## src/rtl/usb_fs_rx_frontend.sv

```systemverilog
// Passive full-speed USB receive front end: 4x-oversampled DPLL, SYNC/EOP framing,
// NRZI decode and bit unstuffing. Define USB_RX_PID_CHECK_EN to check the PID byte.
module usb_fs_rx_frontend #(
  parameter int unsigned SYNC_STAGES = 2,
  parameter int unsigned RST_CYCLES  = 120
) (
  input  logic       clk_48mhz,
  input  logic       reset,
  input  logic       usb_dp_in,
  input  logic       usb_dn_in,
  input  logic       rx_en,
  output logic [1:0] line_state,
  output logic       pkt_start,
  output logic [7:0] data,
  output logic       data_valid,
  output logic       pkt_end,
  output logic       pkt_err,
  output logic       bus_reset
);

  localparam int unsigned CNT_W = $clog2(RST_CYCLES + 1);
  localparam logic [1:0] LS_SE0 = 2'b00;
  localparam logic [1:0] LS_K   = 2'b01;
  localparam logic [1:0] LS_J   = 2'b10;
  localparam logic [1:0] LS_SE1 = 2'b11;

  typedef enum logic [1:0] {
    ST_IDLE,
    ST_SYNC,
    ST_DATA,
    ST_EOP
  } state_e;

  logic [SYNC_STAGES-1:0] dp_sync_q;
  logic [SYNC_STAGES-1:0] dn_sync_q;
  logic [1:0]             line_d;
  logic [1:0]             line_state_q;
  logic [CNT_W-1:0]       se0_cnt_q;
  logic                   bus_reset_q;
  logic [1:0]             phase_q;
  logic                   jk_change;
  logic                   sample;
  logic                   nrzi_bit;
  state_e                 state_q;
  logic [1:0]             prev_sym_q;
  logic [1:0]             zero_cnt_q;
  logic [2:0]             ones_cnt_q;
  logic [2:0]             bit_cnt_q;
  logic [7:0]             shift_q;
  logic [7:0]             shift_d;
  logic [7:0]             data_q;
  logic                   pkt_start_q;
  logic                   data_valid_q;
  logic                   pkt_end_q;
  logic                   pkt_err_q;
  logic                   resid_err_q;
  logic                   pid_fail;

`ifdef USB_RX_PID_CHECK_EN
  logic first_byte_q;
  logic pid_err_q;
  assign pid_fail = pid_err_q;
`else
  assign pid_fail = 1'b0;
`endif

  assign line_d     = {dp_sync_q[SYNC_STAGES-1], dn_sync_q[SYNC_STAGES-1]};
  assign line_state = line_state_q;
  assign pkt_start  = pkt_start_q;
  assign data       = data_q;
  assign data_valid = data_valid_q;
  assign pkt_end    = pkt_end_q;
  assign pkt_err    = pkt_err_q;
  assign bus_reset  = bus_reset_q;

  // Metastability chain feeding the registered line state
  always_ff @(posedge clk_48mhz) begin
    if (reset) begin
      dp_sync_q    <= '0;
      dn_sync_q    <= '0;
      line_state_q <= LS_SE0;
    end else begin
      dp_sync_q    <= {dp_sync_q[SYNC_STAGES-2:0], usb_dp_in};
      dn_sync_q    <= {dn_sync_q[SYNC_STAGES-2:0], usb_dn_in};
      line_state_q <= line_d;
    end
  end

  // Bus reset tracks line_state: high from the RST_CYCLES-th consecutive SE0 clock
  always_ff @(posedge clk_48mhz) begin
    if (reset) begin
      se0_cnt_q   <= '0;
      bus_reset_q <= 1'b0;
    end else if (line_d == LS_SE0) begin
      if (se0_cnt_q != CNT_W'(RST_CYCLES)) begin
        se0_cnt_q <= se0_cnt_q + CNT_W'(1);
      end
      bus_reset_q <= (se0_cnt_q >= CNT_W'(RST_CYCLES - 1));
    end else begin
      se0_cnt_q   <= '0;
      bus_reset_q <= 1'b0;
    end
  end

  // DPLL: phase is 0 on the first clock a new J/K level shows on line_state
  assign jk_change = (line_d[1] ^ line_d[0]) && (line_state_q[1] ^ line_state_q[0])
                     && (line_d != line_state_q);

  always_ff @(posedge clk_48mhz) begin
    if (reset) begin
      phase_q <= 2'd0;
    end else if (jk_change) begin
      phase_q <= 2'd0;
    end else begin
      phase_q <= phase_q + 2'd1;
    end
  end

  assign sample   = (phase_q == 2'd2);
  assign nrzi_bit = (line_state_q == prev_sym_q);
  assign shift_d  = {nrzi_bit, shift_q[7:1]};

  always_ff @(posedge clk_48mhz) begin
    if (reset) begin
      state_q      <= ST_IDLE;
      prev_sym_q   <= LS_SE0;
      zero_cnt_q   <= 2'd0;
      ones_cnt_q   <= 3'd0;
      bit_cnt_q    <= 3'd0;
      shift_q      <= 8'd0;
      data_q       <= 8'd0;
      pkt_start_q  <= 1'b0;
      data_valid_q <= 1'b0;
      pkt_end_q    <= 1'b0;
      pkt_err_q    <= 1'b0;
      resid_err_q  <= 1'b0;
`ifdef USB_RX_PID_CHECK_EN
      first_byte_q <= 1'b0;
      pid_err_q    <= 1'b0;
`endif
    end else begin
      pkt_start_q  <= 1'b0;
      data_valid_q <= 1'b0;
      pkt_end_q    <= 1'b0;
      pkt_err_q    <= 1'b0;
      if (sample) begin
        prev_sym_q <= line_state_q;
      end
      if (!rx_en) begin
        state_q <= ST_IDLE;
        if (state_q == ST_DATA || state_q == ST_EOP) begin
          pkt_end_q <= 1'b1;
          pkt_err_q <= 1'b1;
        end
      end else begin
        case (state_q)
          ST_IDLE: begin
            if (sample && line_state_q == LS_K && prev_sym_q == LS_J) begin
              state_q    <= ST_SYNC;
              zero_cnt_q <= 2'd1;
            end
          end
          ST_SYNC: begin
            if (sample) begin
              if (line_state_q == LS_SE0 || line_state_q == LS_SE1) begin
                state_q <= ST_IDLE;
              end else if (!nrzi_bit) begin
                if (zero_cnt_q != 2'd3) begin
                  zero_cnt_q <= zero_cnt_q + 2'd1;
                end
              end else if (line_state_q == LS_K && zero_cnt_q == 2'd3) begin
                state_q     <= ST_DATA;
                pkt_start_q <= 1'b1;
                ones_cnt_q  <= 3'd0;
                bit_cnt_q   <= 3'd0;
                resid_err_q <= 1'b0;
`ifdef USB_RX_PID_CHECK_EN
                first_byte_q <= 1'b1;
                pid_err_q    <= 1'b0;
`endif
              end else begin
                state_q <= ST_IDLE;
              end
            end
          end
          ST_DATA: begin
            if (sample) begin
              if (line_state_q == LS_SE0) begin
                state_q     <= ST_EOP;
                resid_err_q <= (bit_cnt_q != 3'd0);
              end else if (line_state_q == LS_SE1) begin
                state_q   <= ST_IDLE;
                pkt_end_q <= 1'b1;
                pkt_err_q <= 1'b1;
              end else if (ones_cnt_q == 3'd6) begin
                // Stuff slot: a 0 is dropped, a 1 is a stuffing violation
                if (nrzi_bit) begin
                  state_q   <= ST_IDLE;
                  pkt_end_q <= 1'b1;
                  pkt_err_q <= 1'b1;
                end else begin
                  ones_cnt_q <= 3'd0;
                end
              end else begin
                shift_q    <= shift_d;
                ones_cnt_q <= nrzi_bit ? ones_cnt_q + 3'd1 : 3'd0;
                bit_cnt_q  <= bit_cnt_q + 3'd1;
                if (bit_cnt_q == 3'd7) begin
                  data_q       <= shift_d;
                  data_valid_q <= 1'b1;
`ifdef USB_RX_PID_CHECK_EN
                  if (first_byte_q) begin
                    first_byte_q <= 1'b0;
                    pid_err_q    <= (shift_d[7:4] != ~shift_d[3:0]);
                  end
`endif
                end
              end
            end
          end
          ST_EOP: begin
            // A long SE0 closes the packet without waiting for J
            if (bus_reset_q) begin
              state_q   <= ST_IDLE;
              pkt_end_q <= 1'b1;
              pkt_err_q <= 1'b1;
            end else if (sample && line_state_q != LS_SE0) begin
              state_q   <= ST_IDLE;
              pkt_end_q <= 1'b1;
              pkt_err_q <= (line_state_q == LS_J) ? (resid_err_q | pid_fail) : 1'b1;
            end
          end
        endcase
      end
    end
  end

endmodule

```

## config.mk

```make
export PLATFORM = sky130hd
export DESIGN_NAME = usb_fs_rx_frontend
export DESIGN_NICKNAME = d
export VERILOG_FILES = /design/src/rtl/usb_fs_rx_frontend.sv
export SDC_FILE = /design/constraint.sdc
export NUM_CORES = 1
export LEC_CHECK = 0
export ABC_AREA = 1
export CORE_MARGIN = 4
export CORE_UTILIZATION = 50
export CTS_CLUSTER_DIAMETER = 200
export DETAILED_ROUTE_END_ITERATION = 8
export HOLD_SLACK_MARGIN = 0.1
export PLACE_DENSITY = 0.72
export SLEW_MARGIN = 25
export SYNTH_ARGS = -nofsm -noshare
export SYNTH_HDL_FRONTEND = slang
export SYNTH_SLANG_ARGS = --single-unit
```

## constraint.sdc

```tcl
create_clock -name clk_48mhz -period 2.3 [get_ports clk_48mhz]
set_input_delay 0.23 -clock clk_48mhz [delete_from_list [all_inputs] [get_ports clk_48mhz]]
set_output_delay 0.23 -clock clk_48mhz [all_outputs]
set_load 0.01 [all_outputs]
```

* After elaboration in Yosys (flattened, before gate mapping) *
Index checks and enable logic that the tools add are counted.

word-level totals
  register bits = 49
  latch bits = 0
  RAM bits = 0
  bits in read-only memories = 0
  bits of input ports = 5
  memories = 0

cells by class
  $add $sub $neg = 5
  $mul = 0
  divide/modulo/power cells = 0
  order comparisons = 1
  equal/unequal tests = 32
  shift operators = 0
  multiplexer cells = 58
  bitwise gates (word level) = 11
  reduce and logical (&&, ||, !) cells = 27

operators by type and width
  kind                                                           number
  3-bit two-way mux                                              14
  2-bit two-way mux                                              16
  2-bit inequality test, second input constant                   12
  1-bit two-way mux                                              21
  7-bit AND reduction                                            3
  10-bit AND reduction                                           2
  2-bit equality test, second input constant                     7
  3-bit case mux with 2 select lines                             2
  1-bit NOT                                                      9
  2-bit case mux with 4 select lines                             1
  8-bit AND reduction                                            1
  7-bit by 1-bit adder with 7-bit output, second input constant  1
  7-bit >= comparator, second input constant                     1
  7-bit inequality test, second input constant                   1
  7-bit OR reduction                                             1
  3-bit by 1-bit adder with 3-bit output, second input constant  2
  3-bit equality test, second input constant                     2
  1-bit logical AND                                              6
  2-bit zero test                                                3
  3-bit inequality test, second input constant                   2
  1-bit case mux with 2 select lines                             3
  6-bit AND reduction                                            1
  2-bit nonzero test                                             3
  2-bit OR reduction                                             3
  other kinds (13)                                               17

* Longest topological paths before layout *
  depth in word-level cells = 8
  mapped depth = 12
  depth with buffers taken out = 11

* Worst setup path after synthesis *
OpenSTA, ideal clock, no wires.

  kind = register -> register
  start point = register line_state_q[0], in the netlist line_state[0]
  end point = register data_q[5], in the netlist data[5]
  setup time = 0.128 ns
  arrival time = 1.629 ns
  required time = 2.172 ns
  path slack = 0.544 ns
  stages on the path, launching flop included = 12
  path buffers = 1
  period minus slack after synthesis = 1.756 ns
  cells stage by stage = dfxtp_1 inv_1 ha_1 inv_1 nand3_2 nor2_4 nand3_4 nor2_4 buf_6 nand2_1 o21ai_1 nor2_1

between the ends
  word-level cells in the longest chain between the ends = 3
  elaborated cells between the ends (all ways) = 5
  those cells by class = eq/ne: 1; bitwise: 2; reduce/logical: 2

RTL lines
  what                                                           RTL line  text
  start: declaration                                             37        logic [1:0] line_state_q;
  start signal: assignment                                       85        line_state_q <= line_d;
  2-bit equality test / 2-bit zero test (equally long branches)  191, 188
  1-bit NOT (no source line)                                     -
  7-bit AND reduction (no source line) (*)                       -
  end signal: assignment                                         209       data_q <= shift_d;
  end: declaration                                               51        logic [7:0] data_q;

Mark *: on every way between the ends. The rest lies on a longest branch, timed or not.
A chain may end at the register's enable or synchronous reset.

* Worst setup path in the final report *
  start point = register line_state_q[0], in the netlist line_state[0]
  end point = register data_q[7], in the netlist data[7]

between the ends
  word-level cells in the longest chain between the ends = 3
  elaborated cells between the ends (all ways) = 6
  those cells by class = eq/ne: 2; bitwise: 2; reduce/logical: 2

RTL lines
  what                                                           RTL line
  2-bit equality test / 2-bit zero test (equally long branches)  191, 188
  1-bit NOT (no source line)                                     -
  7-bit AND reduction (no source line)                           -

Several ways; a longest one is shown, not always the timed one.

==> impl_metrics.json <==
{
  "row_count": 25,
  "placed_area_mm2": 0.00269,
  "cts_tree": "done",
  "n_antenna_cell": 0,
  "startpoint": "line_state[0]",
  "critPathArrivalTime_ns": 2.26,
  "synth_fp_nets": 350,
  "place.gp.congestion": 1.02,
  "pwr-share-comb": 0.062,
  "syn-instance-count": 331,
  "grt_first_pass_wirelength_mm": 8.45,
  "p_int_w": 0.00121,
  "cts_buffers": 5,
  "ant_nets": 0,
  "r2r-start": "line_state[0]",
  "tns_ns": 0,
  "pwr-share-clk": 0.397,
  "hold_buffers": 0,
  "root_buffer": "clkbuf_8",
  "met3_usage": 0.0394,
  "ir_drop_v": 0.000309,
  "busiest_layer": "met2",
  "setup_viol": 0,
  "switching_power_w": 0.000374,
  "hold_viol_final": 0,
  "yosysUniqueCellTypes": 33,
  "hold_end": "dp_sync_q[1]",
  "rr_worst_depth": 11,
  "outcome": "finished, final reports clean",
  "syn_area_per_cell_um2": 7.35,
  "hold_path_depth": 2,
  "stdcell_area_mm2": 0.00283,
  "clock_path_buffers": 2,
  "tightest_slew_ns": 0.385,
  "critPathMaxFanout": 15,
  "sw_frac_of_total": 0.237,
  "grt_max_degree": 20,
  "rsz0062_at_grt": "no",
  "grt_pass1_vias": 2007,
  "required_ns": 2.54,
  "die_x_um": 77.7,
  "io_buffer_count": 19,
  "slew_headroom": 0.740,
  "grtUsageTotal": 0.170,
  "ys_ff_latch": 48,
  "die_h_um": 77.7,
  "core-area_mm2": 0.00472,
  "viasPerCell": 4.96,
  "cp-start-kind": "flop",
  "use_met2": 0.277,
  "cts.clk_slew.worst_paths_ns": 0.09,
  "r2r_end": "data[7]",
  "timing.final.crit_period_ns": 2.01,
  "dieArea_mm2": 0.00604,
  "avgRoutedWirePerCell_um": 10.9,
  "drt_wl_total_mm": 4.62,
  "pin_count": 20,
  "syn_area_mm2": 0.00243,
  "p_leak_nw": 1.22,
  "dr.pass1.iters": 4,
  "use_met1": 0.215,
  "route.vias.total": 2104,
  "drive_above_1_share": 0.101,
  "min_period_over_period": 0.875,
  "pwr-share-seq": 0.540,
  "antenna_found_initial": 0,
  "grt_remaining_overflow": 0,
  "yosysWarnings": 0,
  "finalNetCount": 375,
  "syn_to_final_growth_pct": 16.5,
  "max_freq_mhz": 497,
  "cts.sinks": 48,
  "cts_htree_levels": 2,
  "critPathKind": "flop to flop",
  "postCtsSetupRepairBufs": 0,
  "start_util": 0.515,
  "ctsResizeCount": 0,
  "place_hpwl_mm": 3.47,
  "hp-class": "flop to flop",
  "drtIter0Drc": 235,
  "rrSetupSlack_ns": 0.29,
  "maxSlewViolCount": 0,
  "skew_ns": 0.00784,
  "insertion_delay_ns": 0.31,
  "worstSetupEndpointType": "flop",
  "min_from": "dp_sync_q[0]",
  "p_per_area_mw_per_mm2": 558,
  "ys_seq_area_frac": 0.395,
  "maxCapViolCount": 0,
  "drc": 0
}
-- state kept, by name, summed over array words and instances, names as in the netlist --
| signal | flops |
|---|---|
| bit_cnt_q | 3 |
| bus_reset | 1 |
| data | 8 |
| data_valid | 1 |
| dn_sync_q | 2 |
| dp_sync_q | 2 |
| line_state | 2 |
| ones_cnt_q | 3 |
| phase_q | 2 |
| pkt_end | 1 |
| pkt_err | 1 |
| pkt_start | 1 |
| prev_sym_q | 2 |
| resid_err_q | 1 |
| se0_cnt_q | 7 |
| shift_q | 7 |
| state_q | 2 |
| zero_cnt_q | 2 |
-- metal layers --
metal | part of all wire | up-vias
li1 | - | 1101
met1 | 0.48 | 945
met2 | 0.46 | 49
met3 | 0.047 | 9
met4 | 0.017 | 0
met5 | 0 | -
-- cells in the mapped netlist --
| master | n | area (um2) |
|---|---|---|
| nand2_1 | 64 | 240 |
| inv_1 | 49 | 184 |
| dfxtp_1 | 48 | 961 |
| nor2_1 | 41 | 154 |
| a21oi_1 | 24 | 120 |
| o21ai_0 | 18 | 90.1 |
| nand3_1 | 15 | 75.1 |
| ha_1 | 14 | 175 |
| o21ai_1 | 9 | 45.0 |
| buf_2 | 4 | 20.0 |
| nand2_2 | 4 | 25.0 |
| nand4_1 | 4 | 25.0 |
| nor2_4 | 4 | 45.0 |
| nor3_1 | 4 | 20.0 |
| or2_2 | 3 | 18.8 |
| buf_6 | 2 | 22.5 |
| inv_2 | 2 | 7.51 |
| nand2_4 | 2 | 22.5 |
| nand3_2 | 2 | 20.0 |
| nand3b_1 | 2 | 15.0 |
| nor2_8 | 2 | 40.0 |
| nor4_1 | 2 | 12.5 |
| xor2_1 | 2 | 17.5 |
| a211oi_1 | 1 | 7.51 |
| a21oi_2 | 1 | 8.76 |
| a31oi_1 | 1 | 6.26 |
| and2_1 | 1 | 6.26 |
| buf_1 | 1 | 3.75 |
| clkinv_1 | 1 | 3.75 |
| nand3_4 | 1 | 17.5 |
| nor2_2 | 1 | 6.26 |
| o211ai_1 | 1 | 7.51 |
| o311ai_0 | 1 | 8.76 |
-- how the worst max path moves through the flow --
| stage | endpoint | slack (ns) | cells after the start |
|---|---|---|---|
| after CTS | data[7] | 0.24 | 10 |
| final | data[7] | 0.29 | 11 |
| after floorplan | data[5] | 0.54 | 11 |
| after global routing | data[7] | 0.11 | 11 |
| after detailed placement | data[7] | 0.26 | 10 |
| after global placement | data[7] | 0.38 | 10 |
-- cell type report --
type / instances / area [um2]
clock buffer: 5 / 68.8
clock inverter: 3 / 46.3
fill: 433 / 1890
inverter: 52 / 195
multi-input combinational: 224 / 1230
sequential: 48 / 961
tap: 67 / 83.8
timing repair buffer: 25 / 248
-- per-stage QoR --
step,hold WS (ns),power (W),util,worst slack (ns),cells
after floorplan,0.337,0.000938,-,0.544,331
after global routing,0.439,0.00165,0.600,0.107,424
after global placement,0.388,0.000970,0.570,0.380,414
after CTS,0.420,0.00160,0.594,0.242,422
after detailed placement,0.403,0.000972,0.570,0.264,414
final,0.414,0.00158,0.600,0.289,424
-- cell families (layout without fill, tap and decap cells) --
group,count (synthesis),count (layout),share of synthesized area
flip-flops,48,48,0.395
AND/OR/NAND/NOR,152,152,0.306
buffers and inverters,59,85,0.0993
XOR/XNOR,2,2,0.00720
AO/OA/AOI/OAI,56,56,0.121
adder cells (fa/ha/maj),14,14,0.0720
-- cell usage in the layout, fill, tap and decap left out --
| cell | netlist | final |
|---|---|---|
| dfxtp_1 | 48 | 48 |
| o311ai_0 | 1 | 1 |
| a21oi_2 | 1 | 1 |
| nand2_1 | 64 | 64 |
| o21ai_1 | 9 | 9 |
| xor2_1 | 2 | 2 |
| nor2_1 | 41 | 41 |
| clkinvlp_4 | 0 | 1 |
| inv_2 | 2 | 2 |
| nand3b_1 | 2 | 2 |
| nor3_1 | 4 | 4 |
| bufinv_16 | 0 | 1 |
| buf_4 | 0 | 5 |
| nand3_2 | 2 | 2 |
| nor2_2 | 1 | 1 |
| and2_1 | 1 | 1 |
| buf_12 | 0 | 1 |
| nor2_4 | 4 | 4 |
| inv_1 | 49 | 49 |
| nand2_2 | 4 | 4 |
| nand3_1 | 15 | 15 |
| o211ai_1 | 1 | 1 |
| nand3_4 | 1 | 1 |
| clkinv_1 | 1 | 1 |
| a211oi_1 | 1 | 1 |
| a31oi_1 | 1 | 1 |
| nand2_4 | 2 | 2 |
| inv_6 | 0 | 1 |
| or2_2 | 3 | 3 |
| clkdlybuf4s50_1 | 0 | 19 |
| clkbuf_8 | 0 | 5 |
| ha_1 | 14 | 14 |
| nor4_1 | 2 | 2 |
| a21oi_1 | 24 | 24 |
| o21ai_0 | 18 | 18 |
| nor2_8 | 2 | 2 |
| nand4_1 | 4 | 4 |
-- power by group through the flow --
stage	clock network, W	registers [W]	logic (W)
after global placement	0	0.000873	0.0000966
after detailed placement	0	0.000874	0.0000976
after global routing	0.000678	0.000856	0.000115
final	0.000628	0.000854	0.0000986
after floorplan	0	0.000872	0.0000661
after CTS	0.000649	0.000855	0.0000988
-- critical path, stage by stage (launching register included) --
cell     delay (ns)
dfxtp_1        0.45
inv_1          0.13
ha_1           0.24
inv_1          0.12
nand3_2        0.12
nor2_4         0.15
nand3_4        0.17
nor2_4         0.17
buf_12         0.14
buf_4          0.11
o21ai_1        0.05
nor2_1         0.10
Power figures use the tool's default switching activity.
